`src/rtl/instr_encoder_loader.sv`:
```
`default_nettype none
// ============================================================================
// Module      : instr_encoder_loader
// Description : Encodes field-level requests into RV32I words and streams
//               them sequentially into instruction memory.
// Revision    : 1.0 - initial release
// ============================================================================
module instr_encoder_loader #(
    parameter int ADDR_W = 8
) (
    input  logic              clk,
    input  logic              reset,
    input  logic              start,
    input  logic              req_valid,
    output logic              req_ready,
    input  logic              req_last,
    input  logic [2:0]        req_kind,
    input  logic [2:0]        req_funct3,
    input  logic              req_alt,
    input  logic [4:0]        req_rd,
    input  logic [4:0]        req_rs1,
    input  logic [4:0]        req_rs2,
    input  logic [20:0]       req_imm,
    output logic              imem_we,
    output logic [ADDR_W-1:0] imem_addr,
    output logic [31:0]       imem_wdata,
    output logic              busy,
    output logic              done,
    output logic              err,
    output logic              overflow,
    output logic [ADDR_W:0]   words_written
);

    localparam logic [1:0] c_idle = 2'd0;
    localparam logic [1:0] c_load = 2'd1;
    localparam logic [1:0] c_done = 2'd2;

    localparam logic [6:0] c_op_r    = 7'b0110011;
    localparam logic [6:0] c_op_i    = 7'b0010011;
    localparam logic [6:0] c_op_lw   = 7'b0000011;
    localparam logic [6:0] c_op_sw   = 7'b0100011;
    localparam logic [6:0] c_op_br   = 7'b1100011;
    localparam logic [6:0] c_op_jal  = 7'b1101111;
    localparam logic [6:0] c_op_jalr = 7'b1100111;

    localparam logic [ADDR_W-1:0] c_last_addr = '1;

    logic [1:0]        r_state;
    logic [ADDR_W-1:0] r_addr;
    logic              w_fit12;
    logic              w_fit13;
    logic              w_ok;
    logic [31:0]       w_word;
    logic [6:0]        w_hi7;
    logic              w_xfer;
    logic              w_write;
    logic              w_full;

    assign w_fit12 = (&req_imm[20:11]) | ~(|req_imm[20:11]);
    assign w_fit13 = (&req_imm[20:12]) | ~(|req_imm[20:12]);
    assign w_hi7   = req_alt ? 7'b0100000 : 7'b0000000;

    always_comb begin
        w_ok   = 1'b0;
        w_word = 32'd0;
        case (req_kind)
            3'd0: begin
                w_ok   = 1'b1;
                w_word = {w_hi7, req_rs2, req_rs1, req_funct3, req_rd, c_op_r};
            end
            3'd1: begin
                w_ok = w_fit12;
                // Shift immediates carry the arithmetic/logical select in the top bits
                if (req_funct3 == 3'b001 || req_funct3 == 3'b101)
                    w_word = {w_hi7, req_imm[4:0], req_rs1, req_funct3, req_rd, c_op_i};
                else
                    w_word = {req_imm[11:0], req_rs1, req_funct3, req_rd, c_op_i};
            end
            3'd2: begin
                w_ok   = w_fit12;
                w_word = {req_imm[11:0], req_rs1, 3'b010, req_rd, c_op_lw};
            end
            3'd3: begin
                w_ok   = w_fit12;
                w_word = {req_imm[11:5], req_rs2, req_rs1, 3'b010, req_imm[4:0], c_op_sw};
            end
            3'd4: begin
                w_ok   = w_fit13 && !req_imm[0] && (req_funct3[2:1] != 2'b01);
                w_word = {req_imm[12], req_imm[10:5], req_rs2, req_rs1, req_funct3,
                          req_imm[4:1], req_imm[11], c_op_br};
            end
            3'd5: begin
                w_ok   = !req_imm[0];
                w_word = {req_imm[20], req_imm[10:1], req_imm[11], req_imm[19:12],
                          req_rd, c_op_jal};
            end
            3'd6: begin
                w_ok   = w_fit12;
                w_word = {req_imm[11:0], req_rs1, 3'b000, req_rd, c_op_jalr};
            end
            default: begin
                w_ok   = 1'b0;
                w_word = 32'd0;
            end
        endcase
    end

    assign req_ready = (r_state == c_load);
    assign busy      = (r_state == c_load);
    assign done      = (r_state == c_done);
    assign w_xfer    = req_valid && (r_state == c_load);
    assign w_write   = w_xfer && w_ok;
    assign w_full    = (r_addr == c_last_addr);

    always_ff @(posedge clk or posedge reset) begin
        if (reset) begin
            r_state       <= c_idle;
            r_addr        <= '0;
            imem_we       <= 1'b0;
            imem_addr     <= '0;
            imem_wdata    <= 32'd0;
            err           <= 1'b0;
            overflow      <= 1'b0;
            words_written <= '0;
        end else begin
            imem_we <= w_write;
            case (r_state)
                c_idle: begin
                    if (start) begin
                        r_state       <= c_load;
                        r_addr        <= '0;
                        words_written <= '0;
                        err           <= 1'b0;
                        overflow      <= 1'b0;
                    end
                end
                c_load: begin
                    if (w_xfer) begin
                        if (w_write) begin
                            imem_addr     <= r_addr;
                            imem_wdata    <= w_word;
                            words_written <= words_written + (ADDR_W+1)'(1);
                            // Saturate on the last word so the address never wraps
                            if (!w_full)
                                r_addr <= r_addr + ADDR_W'(1);
                        end else begin
                            err <= 1'b1;
                        end
                        if (req_last) begin
                            r_state <= c_done;
                        end else if (w_write && w_full) begin
                            overflow <= 1'b1;
                            r_state  <= c_done;
                        end
                    end
                end
                c_done:  r_state <= c_idle;
                default: r_state <= c_idle;
            endcase
        end
    end

endmodule
`default_nettype wire

```
`config.mk`:
```
export PLATFORM = sky130hd
export DESIGN_NAME = instr_encoder_loader
export DESIGN_NICKNAME = d
export VERILOG_FILES = /design/src/rtl/instr_encoder_loader.sv
export SDC_FILE = /design/constraint.sdc
export NUM_CORES = 1
export LEC_CHECK = 0
export ABC_AREA = 1
export CORE_UTILIZATION = 35
export DETAILED_ROUTE_END_ITERATION = 12
export PLACE_DENSITY = 0.68
export SLEW_MARGIN = 25
export SYNTH_ARGS = -nofsm -noshare
export SYNTH_HDL_FRONTEND = slang
export SYNTH_SLANG_ARGS = --single-unit
export TNS_END_PERCENT = 30
```
`constraint.sdc`:
```
create_clock -name clk -period 2.8 [get_ports clk]
set_clock_uncertainty 0.15 [all_clocks]
set_input_delay 0.56 -clock clk [delete_from_list [all_inputs] [get_ports clk]]
set_output_delay 0.56 -clock clk [all_outputs]
set_load 0.005 [all_outputs]
```
Word-level counts from Yosys, hierarchy flattened

Cells that the tools add are included.

Add/subtract/negate cells: 2
Equality and inequality tests: 20
Muxes and demuxes: 26
Bitwise logic cells: 4
Reduce and logical (&&, ||, !) cells: 21

Operator list:

| operator                                                                 | count |
|---|---|
| 32-bit one-hot mux with 7 select lines                                   | 1 |
| 32-bit 2-to-1 mux                                                        | 1 |
| 8-bit 2-to-1 mux                                                         | 4 |
| 9-bit 2-to-1 mux                                                         | 3 |
| 9-bit one-hot mux with 2 select lines                                    | 1 |
| 8-bit one-hot mux with 2 select lines                                    | 1 |
| 3-bit equality test (second input constant)                              | 4 |
| 10-bit AND reduction                                                     | 1 |
| 5-bit AND reduction                                                      | 2 |
| 10-bit OR reduction                                                      | 1 |
| 9-bit by 1-bit adder with 9-bit output (second input constant)           | 1 |
| 9-bit AND reduction                                                      | 1 |
| 9-bit OR reduction                                                       | 1 |
| 8-bit by 1-bit adder with 8-bit output (second input constant)           | 1 |
| 8-bit equality test (second input constant)                              | 1 |
| 2-bit 2-to-1 mux                                                         | 4 |
| 2-bit by 1-bit inequality test with 1-bit output (second input constant) | 4 |
| 2-bit inequality test (second input constant)                            | 4 |
| 4-bit AND reduction                                                      | 2 |
| 3-bit by 1-bit equality test with 1-bit output (second input constant)   | 2 |
| 3-bit by 2-bit equality test with 1-bit output (second input constant)   | 2 |
| 1-bit 2-to-1 mux                                                         | 6 |
| 6-bit 2-to-1 mux                                                         | 1 |
| 3-bit AND reduction                                                      | 2 |
| 15 further kinds                                                         | 22 |

Register bits after elaboration: 62
Input port bits: 48
Output and inout port bits: 55
Logic and storage cells: 81

Logic depth before layout (Yosys ltp)

Gate-level depths: netlist of the first run.

Depth in word-level cells: 12
Gate-level depth with buffers: 14
Gate-level depth less buffers: 13

Worst setup path after synthesis of the first run

No wires, ideal clock.

Path kind: input port to flip-flop
From: in req_kind[1]
To: reg words_written[2]
Library setup time: 0.118 ns
Arrival time: 1.829 ns
Required time: 2.532 ns
Slack: 0.703 ns
Stages on the path: 14
Path buffers: 2
Cell sequence: buf_6 nor2_4 nand2_4 nor2_2 nand3_1 nand2_1 nand2_1 nand2_2 nand2_4 nand2_8 nand2_4 buf_6 nand2_1 o21ai_2

Longest elaborated chain between the ends: 6

Ends and longest elaborated chain:

| element                                                                      | line | text |
|---|---|---|
| start, declared                                                              | 17   | `input logic [2:0] req_kind,` |
| 3-bit by 1-bit equality test with 1-bit output, or another cell as far along | 66   | `case (req_kind)` |
| 4-bit OR reduction (no source line)                                          | n/a  |  |
| 1-bit one-hot mux with 4 select lines *                                      | 66   |  |
| 1-bit logical AND *                                                          | 112  | `assign w_write = w_xfer && w_ok;` |
| 2-bit by 1-bit inequality test with 1-bit output (no source line) *          | n/a  |  |
| 4-bit AND reduction (no source line) *                                       | n/a  |  |
| end signal, assigned                                                         | 142  | `words_written <= words_written + (ADDR_W+1)'(1);` |
| end, declared                                                                | 31   | `output logic [ADDR_W:0] words_written` |

Every way passes the cells marked *; elsewhere a longest branch is shown, timed or not.
A chain may end at the register's enable or synchronous reset.

Worst setup path in the final report of the first run

From: reg r_state[1]
To: out req_ready

Longest elaborated chain between the ends: 1

Ends and longest elaborated chain:

| element                                        | line | text |
|---|---|---|
| start, declared                                | 48   | `logic [1:0] r_state;` |
| start signal, assigned                         | 117  | `r_state <= c_idle;` |
| start signal, assigned                         | 130  | `r_state <= c_load;` |
| start signal, assigned                         | 150  | `r_state <= c_done;` |
| 2-bit by 1-bit equality test with 1-bit output | 108  | `assign req_ready = (r_state == c_load);` |
| end, declared                                  | 15   | `output logic req_ready,` |

No other way between the ends.

==> results of run 1 <==
[stage by stage]
step | hold WS, ns | setup WS (ns)
2_1_floorplan | 0.292 | 0.577
4_1_cts | 0.334 | 0.275
3_5_place_dp | 0.317 | 0.120
6_report | 0.327 | 0.298
5_1_grt | 0.347 | 0.204
3_3_place_gp | 0.312 | 0.168
[layout by cell type (no fill, tap or decap)]
cell type        instances
nor2_2                   2
nor2_1                  31
ha_1                     2
a21oi_1                  7
o211ai_1                 2
inv_1                   34
o21ai_2                  7
nand2_4                  3
xnor2_1                  2
or2_2                    7
nor3_1                   5
clkdlybuf4s50_1        102
clkbuf_8                12
o21ai_1                  6
inv_2                    3
dfrtp_1                 61
clkinv_2                 3
o21ai_0                 25
a21boi_2                 1
a221oi_1                 1
nand2_8                  1
nand3_1                 37
bufinv_16                1
o221ai_1                 1
nor2_4                   2
nand2_1                146
xor2_1                   3
nand3_2                  1
buf_12                   2
nand4_1                 14
nand3b_1                 3
o21a_1                   1
buf_4                    7
nor3b_1                  1
nand2_2                  2
[power by group through the flow]
stage | Sequential, W | Combinational (W) | Clock, W
finish | 0.00132 | 0.00141 | 0.000826
global route | 0.00135 | 0.00156 | 0.000879
CTS | 0.00132 | 0.00143 | 0.000842
detailed placement | 0.00133 | 0.00142 | 0
global placement | 0.00133 | 0.00140 | 0
floorplan | 0.00132 | 0.000681 | 0
[how the worst min path moves through the flow]
| stage | slack [ns] | to | from |
|---|---|---|---|
| 2_1_floorplan | 0.29 | r_addr[3] | r_addr[3] |
| 4_1_cts | 0.33 | imem_addr[1] | imem_addr[1] |
| 5_1_grt | 0.35 | imem_wdata[9] | imem_wdata[9] |
| 3_5_place_dp | 0.32 | imem_addr[1] | imem_addr[1] |
| 6_report | 0.33 | imem_addr[1] | imem_addr[1] |
| 3_3_place_gp | 0.31 | imem_wdata[21] | imem_wdata[21] |
[layout make-up]
| type | count | area (sq um) |
|---|---|---|
| Fill cell | 858 | 4250 |
| Sequential cell | 61 | 1530 |
| Multi-Input combinational cell | 313 | 1520 |
| Timing Repair Buffer | 111 | 1110 |
| Clock buffer | 12 | 165 |
| Inverter | 37 | 139 |
| Tap cell | 108 | 135 |
| Clock inverter | 4 | 45.0 |
[kinds of logic (layout without fill, tap and decap cells)]
group,Yosys count,after routing,synth area share (%)
simple gates,255,255,35.0
buf+inv,54,164,7.06
fa+ha+maj,2,2,0.764
xor+xnor,5,5,1.34
compound gates,51,51,9.24
flops,61,61,46.6
[worst min-delay path, stage by stage, from the launching register on]
cell	delay, ns
dfrtp_1	0.34
nand2_1	0.05
nand2_1	0.05
[layer usage]
layer	global-route usage, %	part of all wire, %
met1	25.8	48
met2	29.2	46
met3	2.98	4.6
met4	7.92	1.8
met5	0	0
[registers in the layout, indices dropped and copies added, names as in the netlist]
signal,cells
imem_wdata,31
overflow,1
imem_we,1
imem_addr,8
err,1
r_state,2
r_addr,8
words_written,9
==> impl_metrics.env, run 1 <==
export IMPL_outcome="completed"
export IMPL_path_buf_inv=1
export IMPL_setup_viol=0
export IMPL_critPathLaunch="r_state[1]"
export IMPL_crit_path_end_kind="output pin"
export IMPL_netSwitchingPower_w=0.00118
export IMPL_crit_reg2reg_launch="r_state[1]"
export IMPL_wl_per_cell_microns=13.3
export IMPL_avgSynthCellArea_sq_um=7.66
export IMPL_yosysUniqueCellTypes=33
export IMPL_cp_depth=2
export IMPL_cell_internal_pwr_w=0.00237
export IMPL_grt_usage_pct=18.7
export IMPL_hold_violations=0
export IMPL_powerDensity_nw_per_um2=765
export IMPL_worstRegToRegCells=7
export IMPL_ys_ff_latch=61
export IMPL_synthTopCellsByArea="dfrtp_1 (47%), nand2_1 (17%), nand3_1 (5.7%), inv_1 (4.0%), o21ai_0 (3.8%)"
export IMPL_final_nets=583
export IMPL_syn_inst=428
export IMPL_reg2reg_slack_ns=0.64
export IMPL_synthTopCellsByCount="nand2_1 (146), dfrtp_1 (61), nand3_1 (37), inv_1 (35), nor2_1 (31)"
export IMPL_period_needed_ns=2.50
export IMPL_placed_cell_area_sq_um=4430
export IMPL_ioPinCount=103
export IMPL_post_route_period_util_pct=89.4
export IMPL_cts_htree_levels=3
export IMPL_required_ns=2.09
export IMPL_final_cells=646
export IMPL_synth_area_leader_cell="dfrtp_1"
export IMPL_holdPathStages=2
export IMPL_port_buffers=102
export IMPL_cts_hold_buf=0
export IMPL_seqPwrFrac_pct=37.1
export IMPL_cap_violations=0
export IMPL_tns_ns=0
export IMPL_yosysSeqAreaShare_pct=46.6
export IMPL_worstMarginPinSlew_ns=0.495
export IMPL_cts_root_buf="clkbuf_8"
export IMPL_peakVddDrop_uv=304
export IMPL_grt_first_pass_wirelength_microns=14500
export IMPL_die_h_microns=98.8
export IMPL_synth_edff_count=0
export IMPL_combPwrFrac_pct=39.7
export IMPL_start_util_pct=36.9
export IMPL_drc=0
export IMPL_cts_resized=0
export IMPL_syn_nets=478
export IMPL_dp_hpwl_microns=6320
export IMPL_max_freq_mhz=400
export IMPL_min_path_type="flip-flop to flip-flop"
export IMPL_grt_pass1_vias=3070
export IMPL_path_cells="nor2_4, clkdlybuf4s50_1"
export IMPL_insertion_delay_ns=0.34
export IMPL_cp_data_arrival_time_ns=1.79
export IMPL_clockPowerShare_pct=23.3
export IMPL_netlist_area_sq_um=3280
export IMPL_core_area_sq_um=8890
export IMPL_crit_fanout=17
export IMPL_clk_pin_slew_ns=0.07
export IMPL_drive_gt1_share_pct=10.0
export IMPL_slew_viol_final=0
export IMPL_antenna_found_initial=0
export IMPL_place_congestion=0.851
export IMPL_cts_buffer_depth=2
export IMPL_cts_setup_buffers=0
export IMPL_num_vias=3135
export IMPL_synth_async_sr_flop_share_pct=100
export IMPL_drt_wl_total_microns=8560
export IMPL_slowest_delay_ns=0.60
export IMPL_synth_top_flop_cell="dfrtp_1"
export IMPL_yosys_warnings=0
export IMPL_die_w_microns=98.8
export IMPL_startpoint_type="flip-flop"
export IMPL_path_delay_family="buffers and inverters"
export IMPL_rsz0062_at_grt="false"
export IMPL_synth_top_area_share_pct=46.6
export IMPL_vias_per_cell=4.85
export IMPL_path_class="flip-flop to output pin"
export IMPL_antenna_cells=0
export IMPL_syn2layout_area_growth_pct=41.7
export IMPL_clock_sinks=61
export IMPL_post_synth_top_count_cell="nand2_1"
export IMPL_cpMaxStageDelayCell="clkdlybuf4s50_1"
export IMPL_ant_nets=0
export IMPL_cts_buffers=9
export IMPL_die_area_sq_um=9750
export IMPL_final_area_sq_um=4640
export IMPL_grt_remaining_overflow=0
export IMPL_swShare_pct=33.3
export IMPL_r2r_end="imem_wdata[30]"
export IMPL_max_slew_margin_pct=66.9
export IMPL_leakage_nw=2.16
export IMPL_dr_pass1_iters=4
export IMPL_cp_endpoint="req_ready"
export IMPL_grt_max_degree=42
export IMPL_placed_cells=630
export IMPL_p_total_w=0.00355
export IMPL_drt_iter0_drc=164
export IMPL_fin_util_pct=52.2
export IMPL_row_count=34
export IMPL_cts_tree="built"
Note: power is estimated with default switching activity, not from simulation.
==> inputs of run 2 (changes only) <==
--- a/config.mk
+++ b/config.mk
@@ -6,6 +6,7 @@
 export NUM_CORES = 1
 export LEC_CHECK = 0
 export ABC_AREA = 1
+export CAP_MARGIN = 40
 export CORE_UTILIZATION = 35
 export DETAILED_ROUTE_END_ITERATION = 12
 export PLACE_DENSITY = 0.68
==> results of run 2 <==
The final DEF is identical to that of run 1; final timing and power are the same.
==> inputs of run 3 (changes only) <==
--- a/config.mk
+++ b/config.mk
@@ -10,6 +10,7 @@
 export CORE_UTILIZATION = 35
 export DETAILED_ROUTE_END_ITERATION = 12
 export PLACE_DENSITY = 0.68
+export RECOVER_POWER = 50
 export SLEW_MARGIN = 25
 export SYNTH_ARGS = -nofsm -noshare
 export SYNTH_HDL_FRONTEND = slang
==> run 3 against run 2 <==
First-iteration DRC count down 6.7%. Worst setup slack worse by 0.0037 ns. Via count up 0.45%. Critical path type unchanged. Highest routed layer unchanged.
==> impl_metrics.env, run 3 (synthesized netlist as in run 1, its figures left out) <==
export IMPL_tns_ns=0
export IMPL_antenna_found_initial=0
export IMPL_top_register="imem_wdata"
export IMPL_syn2layout_area_growth_pct=41.7
export IMPL_cts_tree="built"
export IMPL_hold_violations=0
export IMPL_cp_data_arrival_time_ns=1.80
export IMPL_final_seq_area_sq_um=1530
export IMPL_rsz0062_at_grt="false"
export IMPL_cts_buffers=9
export IMPL_multi_input_area_sq_um=1520
export IMPL_min_path_type="flip-flop to flip-flop"
export IMPL_grt_remaining_overflow=0
export IMPL_grt_use_met3_pct=2.98
export IMPL_reg_top3="imem_wdata: 31 flops, words_written: 9 flops"
export IMPL_cts_htree_levels=3
export IMPL_die_w_microns=98.8
export IMPL_core_area_sq_um=8890
export IMPL_drc=0
export IMPL_post_route_period_util_pct=89.5
export IMPL_leakage_nw=2.22
export IMPL_holdWs_ns=0.324
export IMPL_dp_hpwl_microns=6320
export IMPL_fillers=858
export IMPL_cpMaxStageDelayCell="clkdlybuf4s50_1"
export IMPL_max_freq_mhz=399
export IMPL_port_buffers=102
export IMPL_row_count=34
export IMPL_clk_pin_slew_ns=0.07
export IMPL_worstMarginPinSlew_ns=0.830
export IMPL_die_area_sq_um=9750
export IMPL_vias_per_cell=4.87
export IMPL_cts_resized=0
export IMPL_grt_usage_pct=18.7
export IMPL_grt_max_degree=42
export IMPL_outcome="completed"
export IMPL_antenna_cells=0
export IMPL_path_cells="nor2_4, clkdlybuf4s50_1"
export IMPL_grt_busiest_layer="met2"
export IMPL_crit_path_end_kind="output pin"
export IMPL_dr_pass1_iters=4
export IMPL_clock_sinks=61
export IMPL_grt_first_pass_wirelength_microns=14500
export IMPL_cts_setup_buffers=0
export IMPL_path_class="flip-flop to output pin"
export IMPL_final_common_cell="nand2_1"
export IMPL_insertion_delay_ns=0.34
export IMPL_layout_common_cells="nand2_1 (146), clkdlybuf4s50_1 (74), dfrtp_1 (61)"
export IMPL_final_nets=583
export IMPL_drt_wl_total_microns=8550
export IMPL_num_vias=3149
export IMPL_setup_viol=0
export IMPL_grt_pass1_vias=3070
export IMPL_cts_buffer_depth=2
export IMPL_powerDensity_nw_per_um2=753
export IMPL_ioPinCount=103
export IMPL_required_ns=2.09
export IMPL_slew_viol_final=0
export IMPL_ant_nets=0
export IMPL_crit_fanout=17
export IMPL_cap_violations=0
export IMPL_period_needed_ns=2.51
export IMPL_wl_per_cell_microns=13.2
export IMPL_startpoint_type="flip-flop"
export IMPL_cts_hold_buf=0
export IMPL_die_h_microns=98.8
export IMPL_largest_reg_flops=31
export IMPL_start_util_pct=36.9
export IMPL_slowest_delay_ns=0.60
export IMPL_use_met1_pct=25.8
export IMPL_drt_iter0_drc=153
export IMPL_place_congestion=0.851
export IMPL_drive_gt1_share_pct=9.85
export IMPL_peakVddDrop_uv=304
export IMPL_max_slew_margin_pct=44.6
export IMPL_p_total_w=0.00349
export IMPL_met2_usage_pct=29.2
export IMPL_cts_root_buf="clkbuf_8"
[run 3: critical path, delay by kind of cell (launching register included)]
kind	cells	cell delay [ns]
buf+inv	1	0.60
flops	1	0.42
simple gates	1	0.42
[run 3: power breakdown]
| part | internal [W] | total, W | leakage (nW) | switching (W) |
|---|---|---|---|---|
| sequential | 0.00114 | 0.00131 | 0.801 | 0.000167 |
| combinational | 0.000696 | 0.00136 | 1.31 | 0.000662 |
| clock | 0.000479 | 0.000829 | 0.112 | 0.000349 |
| total | 0.00232 | 0.00349 | 2.22 | 0.00118 |
[run 3: area by class of cell]
type                       count  area share [%]
clock buffer                  12            3.56
clock inverter                 4           0.970
inverter                      37            2.99
multi-input combinational    313            32.7
sequential                    61            32.9
tap                          108            2.91
timing repair buffer         111            24.0
[run 3: worst paths after layout]
kind                               from               end  slack (ns)  cells past startpoint
hold / removal             imem_addr[1]      imem_addr[1]        0.32                      2
hold reg to reg            imem_addr[1]      imem_addr[1]        0.32                      2
setup reg to reg             r_state[1]    imem_wdata[30]        0.63                      7
setup / recovery             r_state[1]         req_ready        0.29                      2
min in group asynchronous         reset  words_written[4]        0.67                      2
max in group asynchronous         reset     imem_wdata[8]        1.12                      3
[run 3: metrics by stage]
step	setup slack [ns]	std cells	instance area, sq um	util (%)
6_report	0.294	646	4640	52.2
5_1_grt	0.204	646	4640	52.2
3_3_place_gp	0.168	630	4430	49.9
4_1_cts	0.275	646	4640	52.2
2_1_floorplan	0.577	428	3280	-
3_5_place_dp	0.120	630	4430	49.9
[run 3: layer usage]
metal,up-vias,share of wire (%)
li1,1593,-
met1,1442,48
met2,101,45
met3,13,4.8
met4,0,1.8
met5,-,0
